<file path="src/rtl/uart_pkg.sv">
// uart_pkg: types and constants shared by the UART rx and tx engines.
//   rx_state_t          - receive FSM states
//   MAX_BITS            - widest frame payload: 8 data bits plus parity
//   SYNC_STAGES_DEFAULT - default depth of the rx input synchroniser
//   parity_sense_t      - parity sense encoding on the ohel input (EVEN=0, ODD=1)
//   frame_bits()        - payload bits per frame for a given config
//   parity_error()      - parity check over the received payload
//   maj3()              - 2-of-3 vote, used by the majority-sampling build
package uart_pkg;

  typedef enum logic [1:0] {IDLE, START, DATA, STOP} rx_state_t;

  typedef enum logic {EVEN = 1'b0, ODD = 1'b1} parity_sense_t;

  localparam int MAX_BITS            = 9;
  localparam int SYNC_STAGES_DEFAULT = 2;

  // Data bits plus optional parity bit; the stop bit is handled on its own.
  function automatic logic [3:0] frame_bits(input logic eight, input logic pen);
    return (eight ? 4'd8 : 4'd7) + {3'b000, pen};
  endfunction

  // Unused payload positions are held at zero, so XOR over the whole
  // vector equals XOR over the received data and parity bits.
  function automatic logic parity_error(input logic [MAX_BITS-1:0] bits,
                                        input logic                en,
                                        input parity_sense_t       sense);
    return en & ((^bits) ^ (sense == ODD));
  endfunction

  function automatic logic maj3(input logic a, input logic b, input logic c);
    return (a & b) | (a & c) | (b & c);
  endfunction

endpackage

</file>
<file path="src/rtl/rx_baud_timer.sv">
// rx_baud_timer: loadable down-counter that paces the receive sampling.
//   clk       - system clock
//   reset     - asynchronous active-low reset
//   load_half - load k>>1 (half-bit delay to the middle of the start bit)
//   load_full - load a full bit time; takes priority below load_half
//   k         - clocks per bit time
//   tick      - high while the counter sits at zero (sample point)
module rx_baud_timer #(
  parameter int KW = 19
) (
  input  logic          clk,
  input  logic          reset,
  input  logic          load_half,
  input  logic          load_full,
  input  logic [KW-1:0] k,
  output logic          tick
);

  logic [KW-1:0] cnt_reg;

  // A full load is k-1 because the zero count itself occupies one clock,
  // so consecutive ticks are exactly k clocks apart.
  always_ff @(posedge clk or negedge reset) begin
    if (!reset) begin
      cnt_reg <= '0;
    end else if (load_half) begin
      cnt_reg <= k >> 1;
    end else if (load_full) begin
      cnt_reg <= k - KW'(1);
    end else if (cnt_reg != '0) begin
      cnt_reg <= cnt_reg - KW'(1);
    end
  end

  assign tick = (cnt_reg == '0);

endmodule

</file>
<file path="src/rtl/rx_engine.sv">
// rx_engine: UART receive engine.
// Synchronises rx, qualifies the start bit at mid-bit, shifts in 7/8 data
// bits LSB-first with optional parity, checks the stop bit and posts the
// character with sticky rxrdy/perr/ferr/ovf flags cleared by read.
//   clk     - system clock             reset - async active-low reset
//   rx      - serial input (idle high) k     - clocks per bit (>= 4)
//   eight   - 8 data bits (else 7)     pen   - parity enable
//   ohel    - parity sense (0 even, 1 odd)
//   read    - host read strobe, clears the status flags
//   rx_data - received character       rxrdy - character available
//   perr    - parity error             ferr  - framing error
//   ovf     - overrun
// Build option: define RX_MAJORITY_VOTE_EN for 2-of-3 majority sampling
// around each sample point (adds one clock to the frame latency).
module rx_engine
  import uart_pkg::*;
#(
  parameter int KW          = 19,
  parameter int SYNC_STAGES = SYNC_STAGES_DEFAULT
) (
  input  logic          clk,
  input  logic          reset,
  input  logic          rx,
  input  logic [KW-1:0] k,
  input  logic          eight,
  input  logic          pen,
  input  logic          ohel,
  input  logic          read,
  output logic [7:0]    rx_data,
  output logic          rxrdy,
  output logic          perr,
  output logic          ferr,
  output logic          ovf
);

  // ---------------- input synchroniser ----------------
  logic [SYNC_STAGES-1:0] sync_reg;
  logic                   rxs;

  always_ff @(posedge clk or negedge reset) begin
    if (!reset) sync_reg <= '1;
    else        sync_reg <= {sync_reg[SYNC_STAGES-2:0], rx};
  end

  assign rxs = sync_reg[SYNC_STAGES-1];

  // ---------------- state and frame config ----------------
  rx_state_t             state_reg, state_next;
  logic [KW-1:0]         k_reg;
  logic                  eight_reg, pen_reg, ohel_reg;
  logic [3:0]            bit_cnt_reg;
  logic [MAX_BITS-1:0]   data_reg;
  logic                  armed_reg;
  logic                  done;

  // ---------------- baud timer ----------------
  logic          tick;
  logic          load_half, load_full;
  logic [KW-1:0] timer_k;

  // Live k is only used for the half-bit load while idle; the frame runs
  // on the value latched at the start edge.
  assign load_half = (state_reg == IDLE);
  assign load_full = (state_reg != IDLE) && tick;
  assign timer_k   = (state_reg == IDLE) ? k : k_reg;

  rx_baud_timer #(.KW(KW)) u_timer (
    .clk       (clk),
    .reset     (reset),
    .load_half (load_half),
    .load_full (load_full),
    .k         (timer_k),
    .tick      (tick)
  );

  // ---------------- sample point ----------------
  logic sample_valid;
  logic sample_bit;

`ifdef RX_MAJORITY_VOTE_EN
  // Vote over rxs at count 1, count 0 and the clock after. The timer has
  // already reloaded at count 0, so deciding one clock late causes no drift.
  logic rxs_d1_reg, rxs_d2_reg, tick_d_reg;

  always_ff @(posedge clk or negedge reset) begin
    if (!reset) begin
      rxs_d1_reg <= 1'b1;
      rxs_d2_reg <= 1'b1;
      tick_d_reg <= 1'b0;
    end else begin
      rxs_d1_reg <= rxs;
      rxs_d2_reg <= rxs_d1_reg;
      tick_d_reg <= tick && (state_reg != IDLE);
    end
  end

  assign sample_valid = tick_d_reg && (state_reg != IDLE);
  assign sample_bit   = maj3(rxs_d2_reg, rxs_d1_reg, rxs);
`else
  assign sample_valid = tick && (state_reg != IDLE);
  assign sample_bit   = rxs;
`endif

  // ---------------- FSM ----------------
  logic [3:0] last_bit;
  assign last_bit = frame_bits(eight_reg, pen_reg) - 4'd1;

  always_ff @(posedge clk or negedge reset) begin
    if (!reset) state_reg <= IDLE;
    else        state_reg <= state_next;
  end

  always_comb begin
    state_next = state_reg;
    done       = 1'b0;
    case (state_reg)
      IDLE: begin
        // armed_reg blocks re-triggering on a line still held low after a
        // framing error (break) until it has been seen high again.
        if (!rxs && armed_reg) state_next = START;
      end
      START: begin
        if (sample_valid) state_next = sample_bit ? IDLE : DATA;
      end
      DATA: begin
        if (sample_valid && (bit_cnt_reg == last_bit)) state_next = STOP;
      end
      STOP: begin
        if (sample_valid) begin
          state_next = IDLE;
          done       = 1'b1;
        end
      end
      default: state_next = IDLE;
    endcase
  end

  // ---------------- datapath ----------------
  always_ff @(posedge clk or negedge reset) begin
    if (!reset) begin
      k_reg       <= '0;
      eight_reg   <= 1'b0;
      pen_reg     <= 1'b0;
      ohel_reg    <= 1'b0;
      bit_cnt_reg <= '0;
      data_reg    <= '0;
      armed_reg   <= 1'b0;
    end else begin
      if (state_reg == IDLE) begin
        bit_cnt_reg <= '0;
        data_reg    <= '0;
        if (state_next == START) begin
          k_reg     <= k;
          eight_reg <= eight;
          pen_reg   <= pen;
          ohel_reg  <= ohel;
        end
      end else if ((state_reg == DATA) && sample_valid) begin
        data_reg[bit_cnt_reg] <= sample_bit;
        bit_cnt_reg           <= bit_cnt_reg + 4'd1;
      end

      if (done && !sample_bit) armed_reg <= 1'b0;
      else if (rxs)            armed_reg <= 1'b1;
    end
  end

  // ---------------- host-side flags ----------------
  logic [7:0] rx_data_reg;
  logic       rxrdy_reg, perr_reg, ferr_reg, ovf_reg;

  always_ff @(posedge clk or negedge reset) begin
    if (!reset) begin
      rx_data_reg <= '0;
      rxrdy_reg   <= 1'b0;
      perr_reg    <= 1'b0;
      ferr_reg    <= 1'b0;
      ovf_reg     <= 1'b0;
    end else if (done) begin
      // A completing character wins over a coincident read.
      rx_data_reg <= eight_reg ? data_reg[7:0] : {1'b0, data_reg[6:0]};
      rxrdy_reg   <= 1'b1;
      ferr_reg    <= ~sample_bit;
      perr_reg    <= parity_error(data_reg, pen_reg, parity_sense_t'(ohel_reg));
      if (read)           ovf_reg <= 1'b0;
      else if (rxrdy_reg) ovf_reg <= 1'b1;
    end else if (read) begin
      rxrdy_reg <= 1'b0;
      perr_reg  <= 1'b0;
      ferr_reg  <= 1'b0;
      ovf_reg   <= 1'b0;
    end
  end

  assign rx_data = rx_data_reg;
  assign rxrdy   = rxrdy_reg;
  assign perr    = perr_reg;
  assign ferr    = ferr_reg;
  assign ovf     = ovf_reg;

endmodule

</file>
<file path="config.mk">
export PLATFORM = sky130hd
export DESIGN_NAME = rx_engine
export DESIGN_NICKNAME = d
export VERILOG_FILES = /design/src/rtl/uart_pkg.sv /design/src/rtl/rx_baud_timer.sv /design/src/rtl/rx_engine.sv
export SDC_FILE = /design/constraint.sdc
export NUM_CORES = 1
export LEC_CHECK = 0
export BUFFER_PORTS_ARGS = -buffer_cell sky130_fd_sc_hd__clkbuf_2
export CORE_MARGIN = 2
export CORE_UTILIZATION = 40
export DETAILED_ROUTE_END_ITERATION = 16
export PLACE_DENSITY = 0.54
export SYNTH_ARGS = -nofsm -noshare
export SYNTH_HDL_FRONTEND = slang
export SYNTH_SLANG_ARGS = --single-unit
export TNS_END_PERCENT = 50
</file>
<file path="constraint.sdc">
create_clock -name clk -period 4.4 [get_ports clk]
set_input_delay 0.66 -clock clk [delete_from_list [all_inputs] [get_ports clk]]
set_output_delay 0.66 -clock clk [all_outputs]
set_load 0.02 [all_outputs]
</file>
==> impl_results.md, run 1 <==
* Status: complete, no violations
* Yosys synthesis warning count at 0
* Total detailed-routing wirelength at approximately 8.8 mm
* Worst-case vdd ir drop at 0.219 mV
* Final Setup Violations at 0
* Clk buf depth at 2
* CTS root buffer: sky130_fd_sc_hd__clkbuf_8
* Global-route wire length before repair at around 15 mm
* Final weighted congestion in routability-driven placement at between 0.8 and 0.9
* Arrival time worst endpoint at 3400 ps
* Net count after synthesis at 397
* Instance count of the mapped netlist at 364
* FILL cells at between 800 and 900
* Placeable core region at 9200 um^2
* Boundary Pins at 38
* Slowest cell on crit path: sky130_fd_sc_hd__or4b_1
* Total grt overflow at 0
* GRT Resource Usage Total at between 15 and 20%
* Post-route setup TNS at 0 ps
* F_max at roughly 0.31 GHz
* Total power divided by cell area at 404 nW/um^2
* Final Max Tran Viols at 0
* Maximum number of pins on one net before global-route repair at 72
* Per-instance average area after synthesis at 10.4 um^2
* Worst-case hold slack at about 350 ps
* Number of global-route vias before repair at 2732
* Final period utilization at 72.3%
* Flip-flop and latch count after synthesis at 71
* Critical path endpoint category: register
* Setup repair after global routing missed its margin: false
* Final hold violation count at 0
* DR vias at 2889
* Relative slew margins at 39.7%
* Clock latency of the later-clocked register in the worst-skew pair at 340 ps
* H-tree depth at 3
* Height of the die at 101 um
* Horiz. Die Dim at 101 um
* Path depth of the worst reg2reg path at 11
* Clock tree from TritonCTS: built
* Clock-pin slew on the worst setup and hold paths at 80 ps
* FP Rows at 35
* Skew final at between 10 and 15 ps
* Final Critical Period at 3180 ps
* Num CTS Buffers at 9
* Hold crit path type: reg -> reg
* Tightest Pin Transition at 904 ps
* Detailed-route DRC error count at 0
* Number of antenna violations at the first check in global routing at 0
* Initial DRC Count at 140
* Nets at 434
* Maximum fanout count along the critical path at 9
* Crit Path Class: reg -> reg
* Detailed Routing Iterations Pass 1 at 4
* Sequence of cells on the critical path: or2_1 -> nand4_4 -> nor2_1 -> a21oi_1 -> ha_1 -> or4b_1 -> nor3_1 -> o31ai_1 -> nor4_1 -> xor2_1 -> o21ai_1
* Synth-to-layout area growth at 12.5%
* CP max stage delay at approximately 500 ps
* Final Power at 0.00172 W
* Number of synthesized flops with an enable pin at 0
* Number of buffers inserted by port buffering at 37
* Clock sink total at 71
* Count of cells resized by post-cts repair at 0
* Count of antenna-violating nets left after detailed routing at 0
* Layout cell share with drive strength beyond 1 at 26.4%
* Max Cap Viol at 0
* Avg Vias per Cell at 5.59
* Die ar. at 10300 um^2
* Share of synthesized registers carrying an async set or reset at 100%
* Buffers inserted by post-CTS timing repair at 0
* Leakage at 1.88 nW
* Post-detailed-route wirelength per cell at roughly 17 um
* Synth Cell Area at between 3000 and 4000 um^2
* Primary FF master, synth: sky130_fd_sc_hd__dfrtp_1
* Starting density of the core at 41.2%
* Number of distinct library cell variants in the gate-level netlist after synthesis at 56
* Sequential fraction of the synthesis area at 46.9%
* Post-DP HPWL at ~6.3 mm
* Number of diodes at 0
* Element type at the critical path start: register
* CP Data Required Time at between 4000 and 5000 ps
* Hold-fix buffers, CTS at 0
* Hold path depth at 0
==> logic make-up (layout without fill, tap and decap cells) <==
group,count (synthesis),after routing,share of synthesized area [%]
XOR/XNOR,21,21,4.85
buffers and inverters,21,63,2.64
adder cells (fa/ha/maj),7,7,2.31
multiplexers,42,42,12.1
AO/OA/AOI/OAI,76,76,12.6
flip-flops,71,71,46.9
AND/OR/NAND/NOR,126,126,18.5
==> stage by stage <==
step           setup slack, ps  cell area, um^2  std cells  util [%]
5_1_grt                    916             4260        517      46.4
3_5_place_dp              1240             4080        501      44.4
2_1_floorplan             1230             3790        364         -
4_1_cts                   1210             4260        517      46.4
6_report                  1220             4260        517      46.4
3_3_place_gp              1290             4080        501      44.4
==> Yosys cell counts, drive strengths merged (3+ instances only) <==
library cell / number / area, um^2
a21o: 3 / 22.5
nor3: 16 / 90.1
buf: 8 / 51.3
or2: 5 / 31.3
o31ai: 8 / 70.1
mux2i: 10 / 100
xor2: 11 / 96.3
xnor2: 10 / 87.6
nor4: 11 / 87.6
ha: 7 / 87.6
or3: 7 / 43.8
nand3: 7 / 40.0
clkbuf: 9 / 33.8
o211ai: 4 / 30.0
a2111oi: 3 / 32.5
mux2: 32 / 360
or4: 4 / 33.8
dfrtp: 69 / 1730
nand2: 24 / 90.1
a21oi: 25 / 125
and3: 3 / 18.8
o21ai: 18 / 90.1
inv: 4 / 15.0
a31oi: 6 / 37.5
nor2: 34 / 128
==> cell usage in the layout (no fill, tap or decap), types with 3 or more instances in the layout <==
cell type	instances
sky130_fd_sc_hd__ha_1	7
sky130_fd_sc_hd__xnor2_1	10
sky130_fd_sc_hd__or4_1	3
sky130_fd_sc_hd__clkbuf_1	3
sky130_fd_sc_hd__nand2_1	24
sky130_fd_sc_hd__mux2i_1	10
sky130_fd_sc_hd__clkbuf_8	12
sky130_fd_sc_hd__nand3_1	6
sky130_fd_sc_hd__nor4_1	8
sky130_fd_sc_hd__inv_1	4
sky130_fd_sc_hd__or2_2	4
sky130_fd_sc_hd__a21oi_1	25
sky130_fd_sc_hd__clkbuf_2	36
sky130_fd_sc_hd__buf_4	7
sky130_fd_sc_hd__a31oi_1	6
sky130_fd_sc_hd__o21ai_1	4
sky130_fd_sc_hd__o31ai_1	6
sky130_fd_sc_hd__o211ai_1	4
sky130_fd_sc_hd__xor2_1	11
sky130_fd_sc_hd__or3_1	7
sky130_fd_sc_hd__and3_1	3
sky130_fd_sc_hd__o21ai_0	14
sky130_fd_sc_hd__nor2_1	32
sky130_fd_sc_hd__mux2_2	31
sky130_fd_sc_hd__a21o_1	3
sky130_fd_sc_hd__dfrtp_1	69
sky130_fd_sc_hd__nor3_1	14
sky130_fd_sc_hd__nor4_2	3
==> area by class of cell <==
cell class,count,area [um^2],area share [%]
Inverter,4,15.0,0.352
Clock inverter,1,5.00,0.117
Tap cell,111,139,3.26
Sequential cell,71,1780,41.7
Clock buffer,15,176,4.14
Timing Repair Buffer,43,233,5.46
Multi-Input combinational cell,272,1920,45.0
==> path summary, 6_finish.rpt <==
check,from,end,slack (ps)
max,state_reg[1]$_DFF_PN0_,u_timer.cnt_reg[14]$_DFFE_PN0P_,1220
min,sync_reg[0]$_DFF_PN1_,sync_reg[1]$_DFF_PN1_,350
max reg2reg,state_reg[1]$_DFF_PN0_,u_timer.cnt_reg[14]$_DFFE_PN0P_,1220
min reg2reg,sync_reg[0]$_DFF_PN1_,sync_reg[1]$_DFF_PN1_,350
max in group asynchronous,reset,u_timer.cnt_reg[2]$_DFFE_PN0P_,3360
min in group asynchronous,reset,u_timer.cnt_reg[14]$_DFFE_PN0P_,450
==> power breakdown <==
part / switching, W / leakage, nW / internal, W / total [W]
clock: 0.000236 / 0.0937 / 0.000251 / 0.000488
combinational: 0.000190 / 0.879 / 0.000163 / 0.000353
sequential: 0.000127 / 0.905 / 0.000753 / 0.000880
total: 0.000554 / 1.88 / 0.00117 / 0.00172
==> critical path, delay by kind of cell (launching register included) <==
| kind | cells | cell delay, ps |
|---|---|---|
| simple gates | 6 | 1690 |
| flops | 1 | 480 |
| compound gates | 3 | 470 |
| fa+ha+maj | 1 | 230 |
| xor+xnor | 1 | 190 |
==> metal layers <==
| layer | GRT usage (%) | wire length [um] | up-vias |
|---|---|---|---|
| li1 | - | - | 1395 |
| met1 | 28.3 | 4540 | 1397 |
| met2 | 25.7 | 3680 | 88 |
| met3 | 3.45 | 439 | 9 |
| met4 | 6.03 | 110 | 0 |
| met5 | 0 | 0 | - |
(Power assumes the default switching activity.)
==> run 2, diff against run 1 <==
- PLACE_DENSITY: 0.54 -> 0.56
- clock period: 4.4 -> 2.7 ns (I/O delays scaled with it)
==> impl_results.md, run 2 (same netlist as run 1, synthesis figures left out) <==
* Status: finished, violations left
* Failing checks: setup timing
* Post-detailed-route wirelength per cell at 17.1 um
* Post-route non-filler standard cell count at 539
* Placeable core region at 9200 um^2
* DR vias at ~3k
* Number of antenna violations at the first check in global routing at 0
* Post-DP HPWL at 6.54 mm
* Worst-case vdd ir drop at 0.351 mV
* Clk buf depth at 2
* Starting density of the core at approximately 40%
* Number of global-route vias before repair at 3098
* Num CTS Buffers at 9
* Number of buffers inserted by port buffering at 37
* Total detailed-routing wirelength at 9.24 mm
* Relative slew margins at 39.6%
* Critical path endpoint category: register
* Maximum number of pins on one net before global-route repair at 72
* Leakage at ~2 nW
* H-tree depth at 3
* Max Cap Viol at 0
* Nets at approximately 460
* Number of diodes at 0
* FP Rows at 35
* Initial DRC Count at roughly 140
* Maximum fanout count along the critical path at 4
* Synth-to-layout area growth at 19.1%
* Element type at the critical path start: register
* Boundary Pins at 38
* Die ar. at between 10000 and 15000 um^2
* Clock sink total at approximately 70
* Hold crit path type: in -> reg
* Clock tree from TritonCTS: built
* CP Data Required Time at just under 3000 ps
* Number of cells after detailed placement at 520
* Detailed Routing Iterations Pass 1 at 4
* Final worst slack at -22.1 ps
* Skew final at 9.78 ps
* Total power divided by cell area at 676 nW/um^2
* Setup repair after global routing missed its margin: true
* Final hold violation count at 0
* GRT Resource Usage Total at about a fifth
* Most common cell after layout, fill and taps aside: sky130_fd_sc_hd__dfrtp_1
* Final weighted congestion in routability-driven placement at approximately 0.9
* F_max at approximately 0.37 GHz
* Layout cell share with drive strength beyond 1 at 33.2%
* Detailed-route DRC error count at 0
* Final period utilization at 101%
* Tightest Pin Transition at 906 ps
* Height of the die at 101 um
* Leading cell types in the layout, fill and taps excluded: 69 x sky130_fd_sc_hd__dfrtp_1, 36 x sky130_fd_sc_hd__clkbuf_2, 31 x sky130_fd_sc_hd__nor2_1, 31 x sky130_fd_sc_hd__mux2_2, 29 x sky130_fd_sc_hd__buf_4
* Horiz. Die Dim at 101 um
* Arrival time worst endpoint at 2950 ps
* CTS root buffer: sky130_fd_sc_hd__clkbuf_8
* Final Power at between 0.003 and 0.004 W
* Final Critical Period at 2720 ps
* Final Max Tran Viols at 0
* Count of antenna-violating nets left after detailed routing at 0
* Avg Vias per Cell at 5.52
* Global-route wire length before repair at roughly 16 mm
* Worst slack at placement at -18.2 ps
* Crit Path Class: reg -> reg
* Final core utilization at between 40% and 50%
* Clock latency of the later-clocked register in the worst-skew pair at 350 ps
* Final Setup Violations at 2
* Clock-pin slew on the worst setup and hold paths at ~80 ps
* Total grt overflow at 0
## run 2: critical path: stages (launching register included)
cell and delay (ps):
sky130_fd_sc_hd__dfrtp_1 380, sky130_fd_sc_hd__or2_4 260, sky130_fd_sc_hd__nand4_4 110, sky130_fd_sc_hd__nor2_4 50, sky130_fd_sc_hd__a21oi_2 160, sky130_fd_sc_hd__ha_2 190
sky130_fd_sc_hd__or4b_4 490, sky130_fd_sc_hd__nor3_4 210, sky130_fd_sc_hd__o31ai_2 170, sky130_fd_sc_hd__a2111oi_2 340, sky130_fd_sc_hd__xor2_1 170, sky130_fd_sc_hd__o21ai_1 70
## run 2: path summary, 6_finish.rpt
path	to	slack, ps	startpoint	cells past startpoint
worst max-delay path	u_timer.cnt_reg[16]$_DFFE_PN0P_	-20	state_reg[0]$_DFF_PN0_	11
min in group asynchronous	k_reg[17]$_DFFE_PN0P_	190	reset	1
worst min-delay path	sync_reg[0]$_DFF_PN1_	130	rx	1
worst min register to register	sync_reg[1]$_DFF_PN1_	360	sync_reg[0]$_DFF_PN1_	0
max in group asynchronous	perr$_DFFE_PN0P_	1920	reset	1
worst max register to register	u_timer.cnt_reg[16]$_DFFE_PN0P_	-20	state_reg[0]$_DFF_PN0_	11
## run 2: final cells by class
type / count / area, um^2
tap: 111 / 139
sequential: 71 / 1780
fill: 896 / 4680
inverter: 4 / 15.0
timing repair buffer: 65 / 398
clock inverter: 7 / 73.8
multi-input combinational: 272 / 1990
clock buffer: 9 / 124
## run 2: timing repair
item                                    in CTS  in global routing
gates resized for setup                      0                  7
endpoints found under the hold margin        0                  0
endpoints found under the setup margin       1                 18
pin swaps                                    0                  1
hold buffers                                 0                  0
buffers inserted                             0                  3
## run 2: routing by layer
layer,track usage [%],vias up,part of all wire [%]
li1,-,1448,-
met5,0,-,0
met3,4.21,10,3.7
met4,5.41,0,1.2
met1,25.1,1449,47
met2,32.7,68,48
## run 2: report_power, final
part / internal, W / switching (W) / total, W
registers: 0.00123 / 0.000199 / 0.00143
clock network: 0.000428 / 0.000432 / 0.000860
logic: 0.000377 / 0.000389 / 0.000766
## run 2: stage by stage
step           setup TNS (ps)  hold slack, ps  cell area, um^2
4_1_cts                 -31.4             118             4450
2_1_floorplan           -1120             109             3820
3_5_place_dp            -18.2             347             4250
5_1_grt                  -422             113             4510
3_3_place_gp                0             346             4250
6_report                -26.5             129             4510
==> run 3, diff against run 2 <==
- ABC_AREA: default -> 1
==> impl_results.md, run 3 <==
* Status: complete, no violations
* Number of distinct library cell variants in the gate-level netlist after synthesis at 32
* Horiz. Die Dim at 102 um
* Most common cell in the synthesized netlist: sky130_fd_sc_hd__nand2_1
* Clock sink total at between 70 and 80
* Detailed Routing Iterations Pass 1 at 4
* Primary FF master, synth: sky130_fd_sc_hd__dfrtp_1
* Nets at between 500 and 600
* Setup repair after global routing missed its margin: false
* Path depth of the worst reg2reg path at 14
* Leading cell types in the layout, fill and taps excluded: 129 x sky130_fd_sc_hd__nand2_1, 69 x sky130_fd_sc_hd__dfrtp_1, 64 x sky130_fd_sc_hd__inv_1
* Clock latency of the later-clocked register in the worst-skew pair at 360 ps
* Maximum number of pins on one net before global-route repair at 72
* GRT Resource Usage Total at 18.5%
* Num CTS Buffers at 9
* Final Setup Violations at 0
* Max Cap Viol at 0
* Avg Vias per Cell at 4.79
* Worst R2R Setup Slack at between 200 and 250 ps
* Most common cell after layout, fill and taps aside: sky130_fd_sc_hd__nand2_1
* Total power divided by cell area at 711 nW/um^2
* Clock-pin slew on the worst setup and hold paths at 80 ps
* Crit Path Class: reg -> reg
* Worst-case vdd ir drop at 0.304 mV
* Share of synthesized registers carrying an async set or reset at 100%
* Sequence of cells on the critical path: or2_1 -> nor2_1 -> nand2_2 -> nor2_8 -> nand2_2 -> o21bai_1 -> inv_1 -> ha_1 -> nand3_4 -> nor2_2 -> nand2_1 -> nand2_1 -> nand3_1 -> nand2_1
* Count of cells resized by post-cts repair at 0
* Most used cell along the critical path: sky130_fd_sc_hd__nand2_1
* Clock tree from TritonCTS: built
* Starting density of the core at 41.5%
* Sequential fraction of the synthesis area at between 40% and 50%
* Height of the die at about 100 um
* Hold-fix buffers, CTS at 0
* Number of synthesized flops with an enable pin at 0
* Maximum fanout count along the critical path at 18
* Post-route non-filler standard cell count at ~670
* Leakage at 2.28 nW
* Post-route setup TNS at 0 ps
* Final hold violation count at 0
* Tightest Pin Transition at ~580 ps
* Final Max Tran Viols at 0
* DR vias at 3184
* Detailed-route DRC error count at 0
* Count of antenna-violating nets left after detailed routing at 0
* Number of cells after detailed placement at 649
* Clk buf depth at 2
* Most instantiated cells after synthesis: 129 x sky130_fd_sc_hd__nand2_1, 69 x sky130_fd_sc_hd__dfrtp_1, 64 x sky130_fd_sc_hd__inv_1
* Final period utilization at 92.2%
* CP max stage delay at 380 ps
* Arrival time worst endpoint at 2730 ps
* Post-DP HPWL at 6.39 mm
* Final worst slack at 211 ps
* Worst slack at placement at 276 ps
* Buffers inserted by post-CTS timing repair at 0
* Instance count of the mapped netlist at 493
* Per-instance average area after synthesis at 7.82 um^2
* Number of diodes at 0
* Dominant cells by area after synthesis: sky130_fd_sc_hd__dfrtp_1 45%, sky130_fd_sc_hd__nand2_1 13%, sky130_fd_sc_hd__nand3_1 6.7%
* Relative slew margins at 61.1%
* Hold crit path type: in -> async
* Initial DRC Count at 194
* Total detailed-routing wirelength at 8.80 mm
* Synth-to-layout area growth at 13.8%
* CP Data Required Time at 2950 ps
* CTS root buffer: sky130_fd_sc_hd__clkbuf_8
* F_max at 0.402 GHz
* Number of global-route vias before repair at 3016
* Post-synthesis cell type with the largest combined area: sky130_fd_sc_hd__dfrtp_1
* Total grt overflow at 0
* Layout cell share with drive strength beyond 1 at 16.6%
* Element type at the critical path start: register
* Net count after synthesis at between 500 and 600
* Final Critical Period at 2490 ps
* Flip-flop and latch count after synthesis at 71
* Synth Cell Area at 3860 um^2
* Critical path endpoint category: register
* Die ar. at 10400 um^2
* Number of buffers inserted by port buffering at 37
* Yosys synthesis warning count at 0
* Number of antenna violations at the first check in global routing at 0
* Final core utilization at 47.3%
* Skew final at approximately 15 ps
* Final weighted congestion in routability-driven placement at 0.907
* Post-detailed-route wirelength per cell at 13.2 um
* Boundary Pins at 38
* Post-synth top area share at 44.8%
* Global-route wire length before repair at 14.8 mm
* H-tree depth at 3
* FP Rows at 35
* Slowest cell on crit path: sky130_fd_sc_hd__dfrtp_1
* Placeable core region at 9280 um^2
[run 3: cells by family (layout without fill, tap and decap cells)]
group	after synthesis	in the layout	share of synthesized area [%]
AND/OR/NAND/NOR	250	250	28.9
buffers and inverters	83	126	9.02
flip-flops	71	71	46.1
AO/OA/AOI/OAI	65	65	9.77
XOR/XNOR	17	17	3.86
adder cells (fa/ha/maj)	7	7	2.27
[run 3: worst paths after layout]
kind,startpoint,endpoint
min in group clk,rx,sync_reg[0]$_DFF_PN1_
max in group asynchronous,reset,rx_data[7]$_DFFE_PN0P_
worst max register to register,u_timer.cnt_reg[17]$_DFFE_PN0P_,u_timer.cnt_reg[16]$_DFFE_PN0P_
worst min-delay path,reset,rxrdy$_DFFE_PN0P_
worst min register to register,sync_reg[0]$_DFF_PN1_,sync_reg[1]$_DFF_PN1_
worst max-delay path,u_timer.cnt_reg[17]$_DFFE_PN0P_,u_timer.cnt_reg[16]$_DFFE_PN0P_
[run 3: through the flow]
stage / total power (W) / instance area (um^2) / hold slack [ps]
final: 0.00312 / 4390 / 48.8
after global routing: 0.00336 / 4390 / 81.0
after CTS: 0.00315 / 4390 / 81.3
after detailed placement: 0.00221 / 4180 / 347
after global placement: 0.00220 / 4180 / 349
after floorplan: 0.00198 / 3860 / 109
[run 3: cell type report]
type | count | area (um^2)
clock buffers | 10 | 128
clock inverters | 6 | 85.1
fillers | 953 | 4890
inverters | 67 | 251
multi-input cells | 339 | 1730
flip-flops and latches | 71 | 1780
well taps | 129 | 161
repair buffers | 43 | 255
[run 3: report_power, final]
group | internal (W) | switching [W]
clock network | 0.000517 | 0.000410
registers | 0.00125 | 0.000102
logic | 0.000297 | 0.000545
[run 3: critical path, delay by kind of cell, from the launching register on]
family                   cells  cell delay [ps]
buffers and inverters        1               70
AND/OR/NAND/NOR             11             1460
AO/OA/AOI/OAI                1              220
adder cells (fa/ha/maj)      1              240
flip-flops                   1              380
[run 3: routing by layer]
metal	track usage [%]	part of all wire (%)	vias up
li1	-	-	1633
met1	27.2	51	1482
met2	27.2	43	62
met3	4.92	4.9	7
met4	4.72	1.1	0
met5	0	0	-
